[src/rtl/gauss_pass_sequencer.sv]
// Frame sequencer for the multi-scale Gaussian pyramid: feeds FRAME_PIXELS pixels per
// pass into the blur path, waits for them to drain, and steps the kernel index per pass.
module gauss_pass_sequencer #(
  parameter int FRAME_PIXELS  = 4096,
  parameter int NUM_SCALES    = 5,
  parameter int DRAIN_TIMEOUT = 1024
) (
  input  logic       clk,
  input  logic       rst,
  input  logic       start,
  input  logic       abort,
  input  logic       src_valid,
  output logic       src_rd_en,
  input  logic       gauss_full,
  output logic       gauss_wr_en,
  input  logic       gauss_out_valid,
  output logic [2:0] scale_sel,
  output logic       busy,
  output logic       pass_done,
  output logic       done,
  output logic       err
);

  localparam int IW = $clog2(DRAIN_TIMEOUT + 1);

  typedef enum logic [2:0] {IDLE, FEED, DRAIN, NEXT, FIN} state_t;

  state_t          state, state_nxt;
  logic [15:0]     in_cnt, out_cnt;
  logic [IW-1:0]   idle_cnt;
  logic            accept, last_in, out_full, out_inc, timeout, last_scale, aborting;

  assign aborting   = abort && (state != IDLE);
  assign accept     = (state == FEED) && src_valid && !gauss_full && !abort &&
                      (in_cnt < 16'(FRAME_PIXELS));
  assign last_in    = (in_cnt == 16'(FRAME_PIXELS - 1));
  assign out_full   = (out_cnt == 16'(FRAME_PIXELS));
  assign out_inc    = ((state == FEED) || (state == DRAIN)) && gauss_out_valid && !out_full;
  // Fires on the edge where the idle count would reach DRAIN_TIMEOUT.
  assign timeout    = !gauss_out_valid && (idle_cnt == IW'(DRAIN_TIMEOUT - 1));
  assign last_scale = (scale_sel == 3'(NUM_SCALES - 1));

  always_ff @(posedge clk or negedge rst) begin
    if (!rst) state <= IDLE;
    else      state <= state_nxt;
  end

  always_comb begin
    state_nxt = state;
    if (aborting) state_nxt = IDLE;
    else begin
      case (state)
        IDLE:    if (start) state_nxt = FEED;
        FEED:    if (accept && last_in) state_nxt = DRAIN;
        DRAIN:   if (out_full) state_nxt = NEXT;
                 else if (timeout) state_nxt = IDLE;
        NEXT:    state_nxt = last_scale ? FIN : FEED;
        FIN:     state_nxt = IDLE;
        default: state_nxt = IDLE;
      endcase
    end
  end

  // Enables are pure combinational on the FEED handshake; reset forces state to IDLE,
  // which drops them without waiting for a clock.
  always_comb begin
    src_rd_en   = accept;
    gauss_wr_en = accept;
  end

  always_ff @(posedge clk or negedge rst) begin
    if (!rst) begin
      scale_sel <= '0;
      in_cnt    <= '0;
      out_cnt   <= '0;
      idle_cnt  <= '0;
      busy      <= 1'b0;
      pass_done <= 1'b0;
      done      <= 1'b0;
      err       <= 1'b0;
    end else begin
      busy      <= (state_nxt != IDLE);
      pass_done <= (state_nxt == NEXT);
      done      <= (state_nxt == FIN);
      if (state == IDLE) begin
        idle_cnt <= '0;
        if (start) begin
          scale_sel <= '0;
          in_cnt    <= '0;
          out_cnt   <= '0;
          err       <= 1'b0;
        end
      end else if (aborting) begin
        in_cnt   <= '0;
        out_cnt  <= '0;
        idle_cnt <= '0;
      end else if ((state == DRAIN) && !out_full && timeout) begin
        err      <= 1'b1;
        in_cnt   <= '0;
        out_cnt  <= '0;
        idle_cnt <= '0;
      end else begin
        if (accept)  in_cnt  <= in_cnt + 16'd1;
        if (out_inc) out_cnt <= out_cnt + 16'd1;
        if (state == DRAIN) idle_cnt <= gauss_out_valid ? '0 : idle_cnt + 1'b1;
        else                idle_cnt <= '0;
        if ((state == NEXT) && !last_scale) begin
          scale_sel <= scale_sel + 3'd1;
          in_cnt    <= '0;
          out_cnt   <= '0;
        end
      end
    end
  end

endmodule

[config.mk]
export PLATFORM = sky130hd
export DESIGN_NAME = gauss_pass_sequencer
export DESIGN_NICKNAME = d
export VERILOG_FILES = /design/src/rtl/gauss_pass_sequencer.sv
export SDC_FILE = /design/constraint.sdc
export NUM_CORES = 1
export LEC_CHECK = 0
export ABC_AREA = 1
export BUFFER_PORTS_ARGS = -buffer_cell sky130_fd_sc_hd__buf_2
export CAP_MARGIN = 20
export CORE_MARGIN = 3
export CORE_UTILIZATION = 55
export CTS_CLUSTER_DIAMETER = 50
export CTS_CLUSTER_SIZE = 8
export DETAILED_ROUTE_END_ITERATION = 10
export PLACE_DENSITY = 0.73
export SETUP_SLACK_MARGIN = 0.3
export SYNTH_ARGS = -nofsm -noshare
export SYNTH_HDL_FRONTEND = slang
export SYNTH_SLANG_ARGS = --single-unit
[constraint.sdc]
create_clock -name clk -period 3.3 [get_ports clk]
set_clock_uncertainty 0.05 [all_clocks]
set_input_delay 0.165 -clock clk [delete_from_list [all_inputs] [get_ports clk]]
set_output_delay 0.165 -clock clk [all_outputs]
set_load 0.005 [all_outputs]
# == Yosys cells after proc, flatten, opt, wreduce, memory -nomap -nowiden ==
# Cells that the tools add are included.
# classes
addsub,4
n_mul,0
div_mod_pow,0
magnitude_cmp,1
n_eq_ne,12
n_shift,0
mux,32
bitwise,0
n_reduce_logical,29
# ops
op,count
$mux 16,11
$mux 11,5
$mux 3,11
$add 16x1->16 const B,2
$eq 16x12->1 const B,1
$eq 16x13->1 const B,1
$lt 16x13->1 const B,1
$logic_and 1x1->1,12
$pmux 3 s4,1
$add 11x1->11 const B,1
$eq 11x10->1 const B,1
$reduce_bool 5->1,2
$eq 3x2->1 const B,3
$eq 3x3->1 const B,2
$reduce_bool 3->1,2
$logic_not 1->1,5
$mux 1,4
$ne 2x2->1 const B,2
$reduce_and 2->1,2
$reduce_and 4->1,1
$reduce_bool 2->1,2
$add 3x1->3 const B,1
$eq 3x1->1 const B,1
$logic_not 3->1,1
3 further kinds,3
# word_totals
ff_bits,53
latch_bits,0
mem_bits_rw,0
rom_bits,0
inputBits,7
output_inout_bits,9
word_cells,87
mem_count,0

# == Depth between registers and ports, before layout ==
# Gate-level depths: netlist of the first run.
# logic_depth
depth_word,10
mapped_depth,15
depth_no_buf,14

# == Least setup slack after synthesis of the first run ==
# Ideal clock, no wire load.
# synth_path
kind,register to register
startpoint,reg out_cnt[0]
endpoint,reg out_cnt[5]
setup_time_ns,0.065
arrival_time_ns,1.659
t_required_ns,3.185
setup_slack_ns,1.526
path_stages_with_launch,16
n_path_buf,1
period_less_slack_ns,1.774
cell_sequence,dfrtp_1 -> inv_1 -> ha_1 -> inv_1 -> nor2_1 -> nand2_1 -> nor2_2 -> nand2_2 -> nand2_1 -> nand2_2 -> nor2_4 -> nand2_4 -> nand2_4 -> buf_12 -> nand2_1 -> nand2_1
# synth_via
elab_chain_len,7
word_cells_on_any_way,13
classes_between,add/sub: 1; eq/ne: 1; mux: 5; reduce/logical: 6
# synth_rtl
item,line_no,text
from (decl),29,"logic [15:0] in_cnt, out_cnt;"
from (signal assigned),104,if (out_inc) out_cnt <= out_cnt + 16'd1;
branches (longest 7 deep; another with $add 16x1->16),n/a,
# Several ways; the timed one is not identified. The select of a mux whose other input is x is not followed.
# A chain may end at the register's enable or synchronous reset.

# == Worst setup path in the final report of the first run ==
# layout_path
startpoint,reg state[1]
endpoint,reg in_cnt[3]
# layout_via
elab_chain_len,7
word_cells_on_any_way,20
classes_between,eq/ne: 4; mux: 4; reduce/logical: 12
# layout_rtl
item,line_no,text
from (decl),28,"state_t state, state_nxt;"
from (signal assigned),45,else state <= state_nxt;
$eq 3x1->1,34,assign accept = (state == FEED) && src_valid && !gauss_full && !abort &&
$logic_and 1x1->1 (4 in a row),34,
$reduce_bool 5->1 (no line),n/a,
$reduce_and 2->1 (no line),n/a,
to (signal assigned),103,if (accept) in_cnt <= in_cnt + 16'd1;
to (decl),29,
# Several ways; a longest one is shown, not always the timed one.

==> impl_summary.md, run 1 <==
Place
Once detailed placement completed, the half-perimeter wirelength came to about 5.4 mm. Routability-driven placement finished with a final weighted congestion of between 0.9 and 1. The count of input and output buffers is 15.

Routing
After detailed routing, the total wire length is 7.291 mm. The final route contains roughly 3000 vias. The first routing iteration left 207 violations. The pre-antenna-repair detailed-routing pass consisted of 4 iterations. In the final routed layout, each cell accounts on average for 13.07 um. The count of unresolved DRC violations after routing is 0. The remaining number of nets flagged by the antenna check after routing is 0. The average via count per standard cell is 5.324.

Setup path
The kind of critical path is flop to flop. Among cell families on the critical path, the largest total delay comes from simple AND/OR/NAND/NOR gates. The signal on the critical path passes through nor2_2, nand2_2, nand2_1, a21boi_0, nand4_1, nand2_1, inv_1, nand2_1, nand2_1.

The startpoint type of the worst setup path is a flop. For this design, the slowest cell found on the critical path is sky130_fd_sc_hd__dfrtp_1. On the worst path, the slowest cell contributes a delay of 0.41 ns. The most used cell along the critical path is sky130_fd_sc_hd__nand2_1. The endpoint arrival time on the critical path is 2.59 ns. The number of buffers and inverters on the critical path is 1. The maximum fanout along the worst path is 16.

The sort of element at the end of the critical path is a flop. At the worst endpoint, the required time is around 3.5 ns.

Yosys
The average instance in the mapped netlist occupies 7.195 um^2. Synthesis produced a netlist whose cell count is 469. The fraction of registers with async set or reset after synthesis is 1.000. The total standard cell area after synthesis is between 3000 and 4000 um^2. Of the total synthesized cell area, the portion taken by XOR and XNOR cells is 0.05191. The main combinational cell family by area after synthesis is simple AND/OR/NAND/NOR gates. Of the synthesized area, sequential elements account for 0.3930. In this run, synthesis inferred 0 flip-flops with an integrated enable.

Yosys printed 0 warnings. Measured against the total synthesized area, the mux share comes to 0. The area fraction in compound gates after synthesis is 0.04746. The net count after synthesis is between 400 and 500. The most used flip-flop cell after synthesis is sky130_fd_sc_hd__dfrtp_1. The number of unique standard cell types used by synthesis is 35. The post-synthesis adder-cell area fraction is 0.02225.

In this run, synthesis produced a sequential element count of 53. The post-synthesis simple-gate area fraction is 0.4064.

Clocking
The count of hold buffers inserted by post-cts repair is 1. The number of buffers on the longest clock path is 2. The buffers inserted during post-CTS setup optimization is 0. The tree is rooted in a sky130_fd_sc_hd__clkbuf_8.

The H-tree depth is 2. TritonCTS created 5 clock buffers. The clock tree from TritonCTS is done. The post-cts resize count is 0.

The number of sinks driven by the clock tree is 53. The clock latency of the later-clocked register in the worst-skew pair is 0.31 ns. Clock-pin slew was measured on the worst setup and hold paths at 0.10 ns.

Final layout
The growth of design area from synthesis to finish is 6.452%. The final layout contains between 400 and 500 nets. The commonest non-fill, non-tap cell in the layout is sky130_fd_sc_hd__nand2_1. The count of fill cells added during filler insertion is 537. The area occupied by multi-input gates is around 1800 um^2. The share of post-route cells with drive strength above 1 is 0.1132.

In the final layout, flip-flops and latches occupy 1326 um^2. The library cells used most frequently in the layout, excluding fill and tap cells, are sky130_fd_sc_hd__nand2_1 (126), sky130_fd_sc_hd__nor2_1 (80), sky130_fd_sc_hd__dfrtp_1 (53). The number of diodes is 0.

STA
The final setup violation count is 0. Hold timing on the final database bottoms out at a slack of approximately 0.041 ns. Based on the critical path, the design can be clocked at up to 412.0 MHz. The minimum clock period after layout is 2.427 ns. Dividing the final minimum period by the clock period gives 0.7356. The worst slew margin relative to its limit is 0.5644. Setup repair after global routing left no endpoint under its margin.

For the pin with the worst max-slew slack, the measured transition is 0.6484 ns. Summed over all failing endpoints, the final setup total negative slack is 0 ns. The count of endpoints failing hold in the final timing report came to 0. The count of pins over their slew limit is 0.

GRT
The number of antenna violations at the first check in global routing is 0. The total overflow reported by the global router is 0. The via count of the first global-routing pass is 2850. In the global route stage, overall resource usage came out at 0.2177. Entering global routing, the biggest net connects 33 pins.

The first-pass GRT wire length is 12.75 mm.

Die
Pin placement for this block handled 16 I/O pins. The total die area is 7112 um^2. The height of the chip is 84.33 um. The floorplan step defined a core boundary enclosing 5709 um^2.

The width of the die is 84.33 um. The floorplan has 27 rows. The starting utilization of the core area is 0.5911.

Run
The number of violations of the max-capacitance limit is 0.

Pwr
The analysis attributes to cell leakage a power of 1.733 nW. The peak ir drop on the vdd network is 216.1 uV. Dividing total power by cell area gives a power density of 451.0 nW/um^2.

Min path
The class of the tightest hold or removal check is input pin to flop.

Status
The flow ran to the end, and the final reports show no timing, DRC or antenna violations.
## synthesized netlist by cell type (2+ instances only)
library cell,number,share of area
sky130_fd_sc_hd__a21oi_1,7,0.010
sky130_fd_sc_hd__nor3b_1,2,0.0044
sky130_fd_sc_hd__nand4_1,21,0.039
sky130_fd_sc_hd__nand2_4,3,0.010
sky130_fd_sc_hd__xor2_1,16,0.042
sky130_fd_sc_hd__nor3_1,10,0.015
sky130_fd_sc_hd__nor2_1,80,0.089
sky130_fd_sc_hd__inv_1,49,0.055
sky130_fd_sc_hd__nand2_2,13,0.024
sky130_fd_sc_hd__nand3b_1,2,0.0044
sky130_fd_sc_hd__inv_2,3,0.0033
sky130_fd_sc_hd__nand2_1,126,0.14
sky130_fd_sc_hd__ha_1,6,0.022
sky130_fd_sc_hd__nor2_4,3,0.010
sky130_fd_sc_hd__nor2_2,3,0.0056
sky130_fd_sc_hd__nand4_2,2,0.0074
sky130_fd_sc_hd__xnor2_1,4,0.010
sky130_fd_sc_hd__o21ai_0,5,0.0074
sky130_fd_sc_hd__dfrtp_1,53,0.39
sky130_fd_sc_hd__buf_2,8,0.012
sky130_fd_sc_hd__o21ai_1,8,0.012
sky130_fd_sc_hd__nand3_1,32,0.047
## power by group
part | switching [mW] | internal, mW
registers | 0.0396 | 0.691
logic | 0.377 | 0.144
clock network | 0.218 | 0.150
total | 0.635 | 0.985
## metal layers
layer | part of all wire | GRT usage | vias up
li1 | - | - | 1521
met1 | 0.48 | 0.2929 | 1387
met2 | 0.48 | 0.3659 | 52
met3 | 0.034 | 0.03533 | 11
met4 | 0.010 | 0.05899 | 0
met5 | 0 | 0 | -
## final cells by class
class	count	area share
clock buffer	6	0.02020
clock inverter	2	0.004180
inverter	53	0.05538
multi-input combinational	353	0.4960
sequential	53	0.3692
tap	72	0.02508
timing repair buffer	19	0.02995
## flip-flops by register name, summed over array words and instances (netlist names)
register and count:
idle_cnt 11, busy 1, err 1, done 1, scale_sel 3, state 3
in_cnt 16, pass_done 1, out_cnt 16
## path summary, 6_finish.rpt
| kind | start | end | slack (ns) | cells past startpoint |
|---|---|---|---|---|
| min in group asynchronous | rst | scale_sel[1] | 0.32 | 2 |
| worst min register to register | idle_cnt[0] | idle_cnt[0] | 0.43 | 1 |
| worst max-delay path | state[1] | in_cnt[3] | 0.87 | 9 |
| worst min-delay path | abort | done | 0.04 | 2 |
| worst max register to register | state[1] | in_cnt[3] | 0.87 | 9 |
| max in group asynchronous | rst | in_cnt[2] | 2.09 | 3 |
## through the flow
step	utilization	total power [mW]	setup slack (ns)	std cells	instance area [um^2]
5_1_grt	0.6292	1.729	0.6329	558	3592
2_1_floorplan	-	1.151	1.526	469	3374
4_1_cts	0.6292	1.641	0.8935	558	3592
3_3_place_gp	0.6121	1.254	0.9872	549	3495
6_report	0.6292	1.620	0.8725	558	3592
3_5_place_dp	0.6121	1.263	0.9151	549	3495
## kinds of logic after synthesis
group           Yosys count
simple gates            300
flops                    53
fa+ha+maj                 6
buf+inv                  63
xor+xnor                 20
compound gates           27
## worst reg2reg max path, stage by stage (launching register included)
cell	delay (ns)
sky130_fd_sc_hd__dfrtp_1	0.41
sky130_fd_sc_hd__nor2_2	0.19
sky130_fd_sc_hd__nand2_2	0.25
sky130_fd_sc_hd__nand2_1	0.40
sky130_fd_sc_hd__a21boi_0	0.23
sky130_fd_sc_hd__nand4_1	0.09
sky130_fd_sc_hd__nand2_1	0.36
sky130_fd_sc_hd__inv_1	0.19
sky130_fd_sc_hd__nand2_1	0.10
sky130_fd_sc_hd__nand2_1	0.05
(Power assumes the default switching activity.)
==> run 2, diff against run 1 <==
- ABC_AREA: 1 -> 0
- PLACE_DENSITY: 0.73 -> 0.76
- clock period: 3.3 -> 2.2 ns (I/O delays scaled with it)
==> run 2 against run 1 <==
Design area rose by 2.0%. Hold slack improved by 0.039 ns. Sequential share of layout area fell by 0.58 points. Flip-flop and latch count did not move. Die area fell by 15%. Core utilization rose by 13 points. Critical path depth fell by 4. Final cell count fell by 25%. Via count fell by 13%. Register-to-register slack got worse by 0.65 ns. Combinational power fell by 50%. Critical path type unchanged. Critical endpoint is now busy.
==> impl_summary.md, run 2 <==
Yosys
Synthesis produced a netlist whose cell count is ~290. The share of synthesized area in the top cell type comes to 0.4705. Among all flip-flop cells after synthesis, the most frequent one is sky130_fd_sc_hd__dfrtp_1. Of all cell types, the one taking the most synthesized area is sky130_fd_sc_hd__dfrtp_1. By area the synthesized netlist is led by sky130_fd_sc_hd__dfrtp_1 (47%), sky130_fd_sc_hd__nand3_1 (4.1%), sky130_fd_sc_hd__nand2_1 (4.0%), sky130_fd_sc_hd__nor2_1 (3.1%), sky130_fd_sc_hd__nor4_1 (2.9%).

The number of synthesized flops with an enable pin is 0. By instance count, the leading cell after synthesis is sky130_fd_sc_hd__dfrtp_1. In this run the cell area of the synthesized design comes to 2819 um^2. Counting every net in the synthesized netlist gives 307. After synthesis, the netlist uses 48 different library cells.

The share of synthesized area occupied by flip-flops and latches is 0.4705. A synthesized cell averages 9.588 um^2. The fraction of registers with async set or reset after synthesis is 1.000. Counting instances in the post-synthesis netlist gives the leading cell types as sky130_fd_sc_hd__dfrtp_1 (53), sky130_fd_sc_hd__nand2_1 (30), sky130_fd_sc_hd__nand3_1 (23), sky130_fd_sc_hd__nor2_1 (23), sky130_fd_sc_hd__nor4_1 (13). The number of warnings reported in the yosys synthesis log is 0. The synthesis-stage register bit count is 53.

Clocking
At the later pin of the worst-skew pair, clock insertion delay measures around 0.31 ns. Clock-pin slew was measured on the worst setup and hold paths at 0.09 ns. The clock root buffer master is sky130_fd_sc_hd__clkbuf_8. TritonCTS built the clock tree. The number of sinks driven by the clock tree is 53. The number of clock buffers inserted by TritonCTS is 5. The longest clock path from root to sink contains 2 buffers. The H-tree depth is 2.

STA
The minimum clock period after layout is 1.976 ns. Setup repair after global routing could not meet its margin everywhere. The final setup violation count is 0. The sum of negative setup slack is 0 ns.

On the final layout, the worst hold slack is 0.07946 ns. The maximum clock frequency is roughly 510 MHz. The count of endpoints failing hold in the final timing report is 0. The portion of the clock cycle consumed by the worst path in the final layout is 0.8984.

For the pin with the worst max-slew slack, the measured transition is about 0.66 ns. The worst slew margin relative to its limit is 0.5592. The count of pins over their slew limit came to 0.

Setup path
Tracing the worst setup path back leads to its startpoint at state[0]. The worst setup path is launched from a flop. The startpoint identified for the worst register-to-register timing path is state[0]. On the worst path, the slowest cell contributes a delay of ~0.5 ns. The sort of element at the end of the critical path is a flop. The endpoint arrival time on the critical path is 2.11 ns. The kind of critical path is flop to flop. Along the worst path, the maximum fanout reaches 8. The slowest stage cell on the critical path is sky130_fd_sc_hd__dfrtp_2.

The data required time of the worst path is 2.33 ns. Walking the worst path, the cells encountered are nor4b_4, nand3_2, or3_4, a211o_1, nand4bb_1. The number of buffers and inverters on the critical path is 0.

Among cell families on the critical path, the largest total delay comes from simple AND/OR/NAND/NOR gates.

GRT
The total global-route track usage is 0.2408. The total overflow reported by the global router is 0. The first global-routing pass estimated 11.63 mm of wire. Entering global routing, the biggest net connects 54 pins. The number of antenna violations at the first check in global routing came to 0. The via count of the first global-routing pass is 2426.

Die
For this configuration, the core starts out at a cell density of 0.5814. The boundary pin count is 16. The placement row count is 25. The die is 77.59 um tall. From left edge to right edge, the die measures slightly below 80 um. The total area inside the core boundary comes to 4848 um^2. The die covers ~6000 um^2.

Routing
Dividing the detail-routed via count by the number of cells gives 6.213. The wire length on met1 is 3.076 mm. Once detail routing completed, the nets flagged for antenna violations numbered 0. The highest routed metal layer is met4. The starting DRC count in detailed routing is 282.

Summed over all layers, the routed wires come to 7.192 mm. Detailed routing placed a total of 3.556 mm of wire on met2. The number of detailed-route iterations in the first pass is 5. The count of unresolved DRC violations after routing is 0.

The wire length per cell after detailed routing is ~17 um. The count of vias placed by the detailed router is 2591. Wire segments on met3 add up to 394 um in the final route.

Final layout
The area growth from synthesis to layout is 29.96%. The commonest non-fill, non-tap cell in the layout is sky130_fd_sc_hd__dfrtp_1. The share of post-route cells with drive strength above 1 is 0.3371. The largest registers in the layout are in_cnt x16, out_cnt x16, idle_cnt x11. After the last flow step, the layout net total stands at 362. In the layout the commonest cells are sky130_fd_sc_hd__dfrtp_1 (49), sky130_fd_sc_hd__buf_4 (36), sky130_fd_sc_hd__nand2_1 (28). Fill cells in the final layout number 312.

Once layout is complete, the utilization of the core stands at 0.7556. The repair_antennas step left the layout with diodes totalling 0.

Pwr
For this design the ratio of total power to cell area is 514.1 nW/um^2. The worst-case IR drop observed on VDD is 344.6 uV. In this run the static leakage power is 1.515 nW. The design draws 1.884 mW.

Run
Across the run, the number of max-cap violations was 0.

Place
Routability-driven placement finished with a final weighted congestion of 0.8775. Port buffering added 15 buffers. Once detailed placement completed, the half-perimeter wirelength came to 4.086 mm.

Min path
In this run the worst hold path is classified as input pin to flop. The worst min-delay path startpoint is start.

Status
The run finished with clean final reports.
[run 2: cell types whose count changed after synthesis, sizes merged, moves of 6 or more]
cell,change
and3,+7
inv,-40
mux2i,+6
nand2,-111
nand3,-10
nand4,-12
nor2,-63
nor4,+13
o21a,+6
o21bai,+6
or3,+6
xor2,-11
[run 2: repair_timing]
action,CTS,global route
setup endpoints to repair,45,48
pin swaps,22,8
buffers inserted,15,8
hold buffers,1,0
gates resized for setup,29,27
hold endpoints to repair,53,0
cloned,4,0
[run 2: per-layer routing]
layer / vias to the layer above / track usage
li1: 1207 / -
met1: 1271 / 0.3192
met2: 100 / 0.4015
met3: 13 / 0.04292
met4: 0 / 0.07295
met5: - / 0
[run 2: cell families after synthesis]
group	after synthesis	share of synthesized area
mux	6	0.02131
compound gates	52	0.1269
xor+xnor	10	0.03107
fa+ha+maj	6	0.02663
simple gates	144	0.2845
flops	53	0.4705
buf+inv	23	0.03906
[run 2: power breakdown]
group / switching [mW] / internal [mW]
sequential: 0.0263 / 0.991
combinational: 0.151 / 0.110
clock: 0.320 / 0.285
[run 2: worst paths after layout]
path                                endpoint  slack (ns)  cells past startpoint
worst min register to register     in_cnt[4]        0.46                      1
min in group asynchronous       scale_sel[1]        0.39                      3
max in group asynchronous         out_cnt[8]        1.23                      3
worst min-delay path            scale_sel[0]        0.08                      4
worst max-delay path                    busy        0.22                      5
worst max register to register          busy        0.22                      5
[run 2: area by class of cell]
type	count	area, um^2	share of cell area
sequential	53	1331	0.3634
multi-input combinational	221	1695	0.4628
clock buffer	7	96.34	0.02630
clock inverter	1	5.005	0.001366
inverter	12	48.80	0.01332
timing repair buffer	56	402.9	0.1100
tap	67	83.83	0.02288
[run 2: tightest hold or removal path: stages]
cell and delay [ns]:
sky130_fd_sc_hd__buf_2 0.11, sky130_fd_sc_hd__a21oi_1 0.06, sky130_fd_sc_hd__nand2_1 0.05, sky130_fd_sc_hd__o21ai_0 0.07
[run 2: through the flow]
step / instance area (um^2) / setup WS [ns] / std cells
2_1_floorplan: 2868 / 0.1772 / 294
3_3_place_gp: 3084 / 0.05459 / 381
3_5_place_dp: 3084 / 0.003522 / 381
4_1_cts: 3466 / 0.2621 / 409
5_1_grt: 3664 / 0.1576 / 417
6_report: 3664 / 0.2235 / 417
